<file path="src/rtl/memory_stage_pkg.sv">
// Shared encodings and helpers for the memory-access pipeline stage.
package memory_stage_pkg;

  typedef enum logic [1:0] {
    SzByte = 2'b00,
    SzHalf = 2'b01,
    SzWord = 2'b10,
    SzBad  = 2'b11
  } size_e;

  typedef enum logic {
    StIdle,
    StBus
  } state_e;

  localparam int unsigned TimeoutDefault = 255;

  // Little-endian lanes touched by an aligned access.
  function automatic logic [3:0] byte_en(input size_e sz, input logic [1:0] addr);
    case (sz)
      SzByte:  byte_en = 4'b0001 << addr;
      SzHalf:  byte_en = addr[1] ? 4'b1100 : 4'b0011;
      SzWord:  byte_en = 4'b1111;
      default: byte_en = 4'b0000;
    endcase
  endfunction

endpackage

</file>
<file path="src/rtl/load_align.sv">
// Picks the addressed byte/half out of the bus word and sign- or zero-extends it.
module load_align
  import memory_stage_pkg::*;
(
  input  logic [31:0] rdata,
  input  logic [1:0]  addr,
  input  size_e       size,
  input  logic        unsignedLoad,
  output logic [31:0] data
);

  logic [31:0] shifted;

  always_comb begin
    // Halves are aligned, so the same byte shift serves both sub-word sizes.
    shifted = rdata >> {addr, 3'b000};
    case (size)
      SzByte:  data = {{24{~unsignedLoad & shifted[7]}}, shifted[7:0]};
      SzHalf:  data = {{16{~unsignedLoad & shifted[15]}}, shifted[15:0]};
      default: data = rdata;
    endcase
  end

endmodule

</file>
<file path="src/rtl/memory_stage.sv">
// Pipeline memory-access stage: req/ack data-bus loads and stores with timeout,
// registering the MEM/WB fields consumed by write-back.
module memory_stage
  import memory_stage_pkg::*;
#(
  parameter int unsigned TIMEOUT = TimeoutDefault
) (
  input  logic        clk,
  input  logic        rst_n,
  input  logic        inValid,
  output logic        inReady,
  input  logic        memRead,
  input  logic        memWrite,
  input  logic [1:0]  size,
  input  logic        unsignedLoad,
  input  logic        memToRegIn,
  input  logic        regWriteIn,
  input  logic [4:0]  writeRegIn,
  input  logic [31:0] result,
  input  logic [31:0] storeData,
  output logic        busReq,
  output logic        busWe,
  output logic [31:0] busAddr,
  output logic [31:0] busWdata,
  output logic [3:0]  busBe,
  input  logic        busAck,
  input  logic [31:0] busRdata,
  output logic        wbValid,
  output logic        memToReg,
  output logic        regWrite,
  output logic [4:0]  writeReg,
  output logic [31:0] readData,
  output logic [31:0] resultOut,
  output logic        fault
);

  localparam logic [7:0] TimeoutLast = 8'(TIMEOUT - 1);

  state_e      state_q, state_d;
  logic [7:0]  cnt_q;
  size_e       sz, size_q;
  logic        accept, is_mem, bad, start_bus, ack_done, timed_out;
  logic [31:0] wdata_d, load_data;

  logic        bus_we_q, unsigned_q, is_load_q;
  logic [31:0] bus_addr_q, bus_wdata_q, p_result_q;
  logic [3:0]  bus_be_q;
  logic [1:0]  lane_q;
  logic        p_mem_to_reg_q, p_reg_write_q;
  logic [4:0]  p_write_reg_q;

  logic        wb_valid_q, fault_q, mem_to_reg_q, reg_write_q;
  logic [4:0]  write_reg_q;
  logic [31:0] read_data_q, result_q;

  assign sz        = size_e'(size);
  assign inReady   = (state_q == StIdle);
  assign accept    = inValid && inReady;
  assign is_mem    = memRead || memWrite;
  assign bad       = is_mem && ((memRead && memWrite) || (sz == SzBad) ||
                                (sz == SzHalf && result[0]) || (sz == SzWord && |result[1:0]));
  assign start_bus = accept && is_mem && !bad;
  assign ack_done  = (state_q == StBus) && busAck;
  assign timed_out = (state_q == StBus) && !busAck && (cnt_q == TimeoutLast);

  always_comb begin
    state_d = state_q;
    case (state_q)
      StIdle:  if (start_bus) state_d = StBus;
      StBus:   if (ack_done || timed_out) state_d = StIdle;
      default: state_d = StIdle;
    endcase
  end

  always_comb begin
    case (sz)
      SzByte:  wdata_d = {4{storeData[7:0]}};
      SzHalf:  wdata_d = {2{storeData[15:0]}};
      default: wdata_d = storeData;
    endcase
  end

  load_align u_load_align (
    .rdata        (busRdata),
    .addr         (lane_q),
    .size         (size_q),
    .unsignedLoad (unsigned_q),
    .data         (load_data)
  );

  always_ff @(posedge clk or negedge rst_n) begin
    if (!rst_n) begin
      state_q <= StIdle;
      cnt_q   <= '0;
    end else begin
      state_q <= state_d;
      if (start_bus)            cnt_q <= '0;
      else if (state_q == StBus) cnt_q <= cnt_q + 8'd1;
    end
  end

  // Bus request fields and the instruction's WB fields, held for the whole transfer.
  always_ff @(posedge clk or negedge rst_n) begin
    if (!rst_n) begin
      bus_addr_q     <= '0;
      bus_wdata_q    <= '0;
      bus_be_q       <= '0;
      bus_we_q       <= 1'b0;
      lane_q         <= '0;
      size_q         <= SzByte;
      unsigned_q     <= 1'b0;
      is_load_q      <= 1'b0;
      p_mem_to_reg_q <= 1'b0;
      p_reg_write_q  <= 1'b0;
      p_write_reg_q  <= '0;
      p_result_q     <= '0;
    end else if (start_bus) begin
      bus_addr_q     <= {result[31:2], 2'b00};
      bus_wdata_q    <= wdata_d;
      bus_be_q       <= byte_en(sz, result[1:0]);
      bus_we_q       <= memWrite;
      lane_q         <= result[1:0];
      size_q         <= sz;
      unsigned_q     <= unsignedLoad;
      is_load_q      <= memRead;
      p_mem_to_reg_q <= memToRegIn;
      p_reg_write_q  <= regWriteIn;
      p_write_reg_q  <= writeRegIn;
      p_result_q     <= result;
    end
  end

  always_ff @(posedge clk or negedge rst_n) begin
    if (!rst_n) begin
      wb_valid_q   <= 1'b0;
      fault_q      <= 1'b0;
      mem_to_reg_q <= 1'b0;
      reg_write_q  <= 1'b0;
      write_reg_q  <= '0;
      read_data_q  <= '0;
      result_q     <= '0;
    end else begin
      wb_valid_q <= 1'b0;
      fault_q    <= 1'b0;
      if (accept && (!is_mem || bad)) begin
        wb_valid_q   <= 1'b1;
        fault_q      <= bad;
        mem_to_reg_q <= memToRegIn;
        reg_write_q  <= regWriteIn && !bad;
        write_reg_q  <= writeRegIn;
        result_q     <= result;
      end else if (ack_done || timed_out) begin
        wb_valid_q   <= 1'b1;
        fault_q      <= timed_out;
        mem_to_reg_q <= p_mem_to_reg_q;
        reg_write_q  <= p_reg_write_q && ack_done;
        write_reg_q  <= p_write_reg_q;
        result_q     <= p_result_q;
        if (ack_done) read_data_q <= is_load_q ? load_data : 32'd0;
      end
    end
  end

  assign busReq    = (state_q == StBus);
  assign busWe     = busReq && bus_we_q;
  assign busAddr   = bus_addr_q;
  assign busWdata  = bus_wdata_q;
  assign busBe     = bus_be_q;
  assign wbValid   = wb_valid_q;
  assign fault     = fault_q;
  assign memToReg  = mem_to_reg_q;
  assign regWrite  = reg_write_q;
  assign writeReg  = write_reg_q;
  assign readData  = read_data_q;
  assign resultOut = result_q;

endmodule

</file>
<file path="config.mk">
export PLATFORM = sky130hd
export DESIGN_NAME = memory_stage
export DESIGN_NICKNAME = d
export VERILOG_FILES = /design/src/rtl/memory_stage_pkg.sv /design/src/rtl/load_align.sv /design/src/rtl/memory_stage.sv
export SDC_FILE = /design/constraint.sdc
export NUM_CORES = 1
export LEC_CHECK = 0
export ABC_CLOCK_PERIOD_IN_PS = 2770
export CAP_MARGIN = 20
export CORE_MARGIN = 4
export CORE_UTILIZATION = 49
export CTS_CLUSTER_DIAMETER = 60
export CTS_CLUSTER_SIZE = 12
export DETAILED_ROUTE_END_ITERATION = 8
export PLACE_DENSITY = 0.9
export SLEW_MARGIN = 40
export SYNTH_ARGS = -nofsm -noshare
export SYNTH_HDL_FRONTEND = slang
export SYNTH_SLANG_ARGS = --single-unit
export TNS_END_PERCENT = 20
</file>
<file path="constraint.sdc">
create_clock -name clk -period 2.77 [get_ports clk]
set_input_delay 0.4155 -clock clk [delete_from_list [all_inputs] [get_ports clk]]
set_output_delay 0.4155 -clock clk [all_outputs]
set_load 0.03 [all_outputs]
</file>
Yosys cells after proc, flatten, opt, wreduce, memory -nomap -nowiden
Cells that the tools add are included.

Register bits after elaboration: 194. Latch bits: 0. Memory bits (writable): 0. ROM bits: 0. Input bits: 112. Output and inout bits: 144. Logic and storage cells: 85. Memories kept: 0.

Add/sub/neg operators: 1. Multipliers: 0. Divide/modulo/power cells: 0. Order comparisons: 0. Eq/ne operators: 5. Shift-type cells: 2. Multiplexer cells: 22. Bitwise logic cells: 5. Reductions and logical operators: 29.

Operators by type and width (number): $pmux W32 S2 (2); $mux W32 (3); $shr A32 B5 Y16 (1); $mux W8 (2); $logic_and A1 B1 Y1 (14); $pmux W4 S3 (1); $mux W1 (10); $mux W5 (2); $add A8 B1 Y8 const B (1); $eq A8 B8 Y1 const B (1); $logic_or A1 B1 Y1 (6); $eq A2 B1 Y1 const B (2); $eq A2 B2 Y1 const B (2); $logic_not A2 Y1 (2); $mux W4 (1); $reduce_bool A2 Y1 (2); $shl A1 B2 Y4 const A (1); $logic_not A1 Y1 (3); $not A1 Y1 (3); $reduce_and A3 Y1 (1); $and A1 B1 Y1 (2); $pmux W1 S2 (1); $reduce_or A2 Y1 (1).

Longest topological paths before layout
Depth after elaboration: 9. Depth in mapped cells: 8. Gate-level depth less buffers: 6.

Hierarchy
Synthesis repeated with hierarchy kept, for this count alone.

Cells, all modules: 711. Area, all modules: 7619.8 um^2.

By module, submodules not included: memory_stage (instances 1, cells an instance 598, area each 6879.1 um^2, seq. area each 4053.9 um^2); load_align (instances 1, cells an instance 113, area each 740.7 um^2, seq. area each 0.0 um^2).

Least setup slack after synthesis
No wires, ideal clock.

Path type: register -> register. Start point: reg state_q (netlist: busReq). End point: reg bus_wdata_q[0] (netlist: busWdata[0]). Setup time: 125 ps. Data arrival time: 1878 ps. Data required time: 2645 ps. Setup slack: 768 ps. Cell stages (with the launch flop): 7. Buffers on the path: 3. Period minus slack after synthesis: 2002 ps. Cells stage by stage: dfrtp_1 > clkbuf_1 > nor2b_1 > o211ai_1 > clkbuf_1 > buf_2 > mux2_2.

Longest elaborated chain between the ends: 4.

Ends and longest elaborated chain: start, declared (RTL line memory_stage.sv:39) `state_e state_q, state_d;`; start signal, assigned (RTL line memory_stage.sv:93) `state_q <= StIdle;`; start signal, assigned (RTL line memory_stage.sv:96) `state_q <= state_d;`; $not A1 Y1 (RTL line memory_stage.sv:57) `assign inReady = (state_q == StIdle);`; $logic_and A1 B1 Y1 (RTL line memory_stage.sv:58) `assign accept = inValid && inReady;`; $logic_and A1 B1 Y1 (2 in a row) (RTL line memory_stage.sv:62) `assign start_bus = accept && is_mem && !bad;`; end signal, assigned (RTL line memory_stage.sv:119) `bus_wdata_q <= wdata_d;`; end, declared (RTL line memory_stage.sv:46) `logic [31:0] bus_addr_q, bus_wdata_q, p_result_q;`.

No other way between the ends. A chain may end at the register's enable or synchronous reset.

Worst setup path after layout
Start point: reg state_q (netlist: busReq). End point: out inReady.

Longest elaborated chain between the ends: 1.

Ends and longest elaborated chain: $not A1 Y1 (RTL line memory_stage.sv:57); end, declared (RTL line memory_stage.sv:11) `output logic inReady,`.

No other way between the ends.

==> summary.txt <==
Run status
  • Status: finished with violations
  • Violated checks: hold timing

Logic synthesis
  • XOR/XNOR Fraction of Synth Area: 0.838%
  • Post-synthesis compound-gate area fraction: ~16%
  • Largest family of logic cells by synthesized area: compound AO/OA/AOI/OAI gates
  • Seq cells post-synth: ~160
  • Number of library cell types mapped by synthesis: 43
  • Post-synth EDFFs: 0
  • Synth Instances: 630
  • Main flop type after synthesis: dfrtp_1
  • Sequential fraction of the synthesis area: 55.4%
  • YS warnings: 0
  • Mux share of post-synthesis cell area: approximately an eighth
  • Syn Area/Cell: ~12 sq um
  • FFs w/ async S/R, synth: 100%
  • Cell area after synthesis: between 0.007 and 0.008 sq mm
  • Synth Area in Simple Gates: just under 10%
  • Post-Synth Adder-Cell Area: 0.342%

Setup path
  • Worst path arrival time: ~1.8 ns
  • Crit path launch type: flip-flop
  • Crit. End Element: output pin
  • Maximum fanout along the worst path: 10
  • Kind of critical path: flip-flop to output pin
  • Crit path required time: 2.35 ns

Cells and area
  • # nets final: about 1000
  • Layout Cells excl Fill: between 1000 and 1500
  • Fin area: 0.0107 sq mm
  • Area Overhead vs Synth: 45.5%
  • Most common cell after layout, fill and taps aside: clkdlybuf4s50_1
  • Commonest cells after routing, fill and taps aside: clkdlybuf4s50_1 (252), dfrtp_1 (162), nand2_1 (58)
  • Fill cell count: approximately 1000
  • Fraction of layout cells with a size suffix above 1: about an eighth
  • Util after Layout: 73.0%

Route
  • Via count: between 6000 and 7000
  • Vias per Instance: 5.65
  • WL per Instance: slightly below 20 microns
  • Final wirelength: between 20000 and 25000 microns
  • Initial DRC count: 500
  • Antenna-violating nets left: 0
  • DRC: 0
  • DRT Pass-1 Iters: 5

Global route
  • Vias in the first global route: about 6100
  • First-pass GRT wire length: ~32000 microns
  • Largest net degree at the start of global routing: 67
  • GRT Resource Usage Total: about 24%
  • Initial antenna violation count: 2
  • Gr ovfl total: 0

Floorplanning
  • Die width: 130 microns
  • Die Y: 130 microns
  • Initial Utilization: about 50%
  • Die ar.: 0.0170 sq mm
  • Row cnt: between 40 and 50
  • Core area: roughly 0.015 sq mm
  • IO Pins: approximately 260

Pwr
  • Internal Power: 7.84 mW
  • Clock power frac: between 10% and 20%
  • Total power: 13.2 mW
  • Pwr/cell area: between 1000 and 1500 mW/mm^2
  • Combinational Power Share: 50.7%
  • Leak: 4.65 nW
  • Sw frac: about 41%
  • Sw power: 5.37 mW
  • VDD IR max: 0.000928 V
  • Seq pwr share: 32.3%

STA
  • Final Hold Vio Count: 15
  • F_max: between 400 and 500 MHz
  • Final Setup Violations: 0
  • Period minus WS final: between 2 and 2.5 ns
  • Fin. max-slew vios: 0
  • RSZ-0062 raised after global routing: no
  • Final critical-path share of the clock period: roughly 81%
  • Slew HR: approximately 55%
  • Setup TNS Final: 0 ns
  • Final Hold Slack: -0.0132 ns
  • Worst-margin pin slew: ~0.67 ns
  • Post-Route Skew: 0.00872 ns

Clocking
  • CTS tree: done
  • Sink Count: about 160
  • Setup bufs post-CTS: 0
  • Worst-skew pair later-pin latency: between 0.4 and 0.5 ns
  • Reg clk slew, reported paths: approximately 0.060 ns
  • Max clock buf depth: 2
  • CTS Hold Bufs: 0
  • H-tree Lvls: 4
  • Clk root buf: clkbuf_16
  • Post-CTS sizing: 0
  • CTS buffer count: 17

Hold path
  • Hold Path Class: input pin to async pin

Job
  • Maxcap violations: 0

Place
  • Port bufs: 253
  • Hpwl dp: 14700 microns
  • DP Area: 0.0101 sq mm
  • Placer Congestion: between 0.8 and 0.9
  • Placed cells: around 1000
[power by group through the flow]
stage	logic (mW)	clock network [mW]	registers [mW]
after floorplan	1.93	0	6.13
after global placement	6.58	0	4.25
after detailed placement	6.72	0	4.27
after CTS	6.74	2.29	4.27
after global routing	7.07	2.40	4.41
final	6.69	2.25	4.27
[area by class of cell]
cell class | instances | area (sq um) | area share (%)
inverter | 19 | 71.3 | 0.669
multi-input combinational | 400 | 3010 | 28.2
timing repair buffer | 271 | 2720 | 25.5
clock inverter | 4 | 47.5 | 0.446
tap | 184 | 230 | 2.16
antenna | 1 | 2.50 | 0.0235
clock buffer | 26 | 519 | 4.87
sequential | 162 | 4050 | 38.1
[layer usage]
| metal | part of all wire (%) | wire length (microns) | global-route usage, % |
|---|---|---|---|
| met1 | 39 | 8090 | 30.0 |
| met2 | 49 | 10100 | 39.2 |
| met3 | 9.0 | 1860 | 7.94 |
| met4 | 2.3 | 474 | 9.23 |
| met5 | 0.039 | 8 | 0 |
[synthesized netlist by cell type (2+ instances only)]
cell       instances  area [sq um]
nor3_1             2          10.0
o31ai_1            9          67.6
inv_1             19          71.3
o2bb2ai_1          7          61.3
o21ai_0           42           210
xor2_1             4          35.0
o21a_1             2          15.0
buf_6              2          22.5
nand2_1           58           218
a21oi_1           13          65.1
mux2_2            51           574
and2_1            42           263
a222oi_1           7          70.1
buf_4              2          15.0
nor2_1            26          97.6
buf_2              9          45.0
ha_1               2          25.0
o22a_1             2          17.5
nand2b_1           4          25.0
a311oi_1           6          52.6
o22ai_1            8          50.1
nand4_1            3          18.8
clkbuf_1          36           135
a221o_2           10           113
xnor2_1            3          26.3
dfrtp_1          162          4050
a221o_1           45           450
mux2i_1           37           370
a22oi_1            2          15.0
nor2b_1            2          12.5
[state kept, by name, indices dropped and copies added (netlist names), 2 cells and up]
name,flops
cnt_q,8
p_write_reg_q,5
p_result_q,32
readData,32
resultOut,32
busWdata,32
busBe,4
writeReg,5
size_q,2
[worst paths after layout]
| path | from | to | slack, ns | cells past startpoint |
|---|---|---|---|---|
| setup reg to reg | cnt_q[0] | resultOut[21] | 0.78 | 7 |
| max in group asynchronous | rst_n | busBe[2] | 1.97 | 2 |
| setup / recovery | busReq | inReady | 0.52 | 2 |
| min in group clk | readData[2] | readData[2] | 0.48 | 2 |
| hold reg to reg | readData[2] | readData[2] | 0.48 | 2 |
| hold / removal | rst_n | readData[27] | -0.01 | 1 |
[logic make-up (layout without fill, tap and decap cells)]
logic type / after synthesis / in the layout
muxes: 89 / 89
other: 1 / 3
DFF: 162 / 162
xor gates and xnor gates: 7 / 7
AOI/OAI and AO/OA: 156 / 156
and+or+nand+nor: 144 / 144
buffers and inverters: 69 / 320
adders and majority gates: 2 / 2
[critical path: stages (launching register included)]
cell             delay (ns)
dfrtp_1                0.48
inv_1                  0.21
clkdlybuf4s50_1        0.73
[per-stage QoR]
stage	worst slack [ns]	hold slack [ns]
after floorplan	0.768	0.120
after global placement	0.393	0.457
after detailed placement	0.329	0.451
after CTS	0.484	0.00287
after global routing	0.405	0.0203
final	0.523	-0.0132
Note: power is estimated with default switching activity, not from simulation.
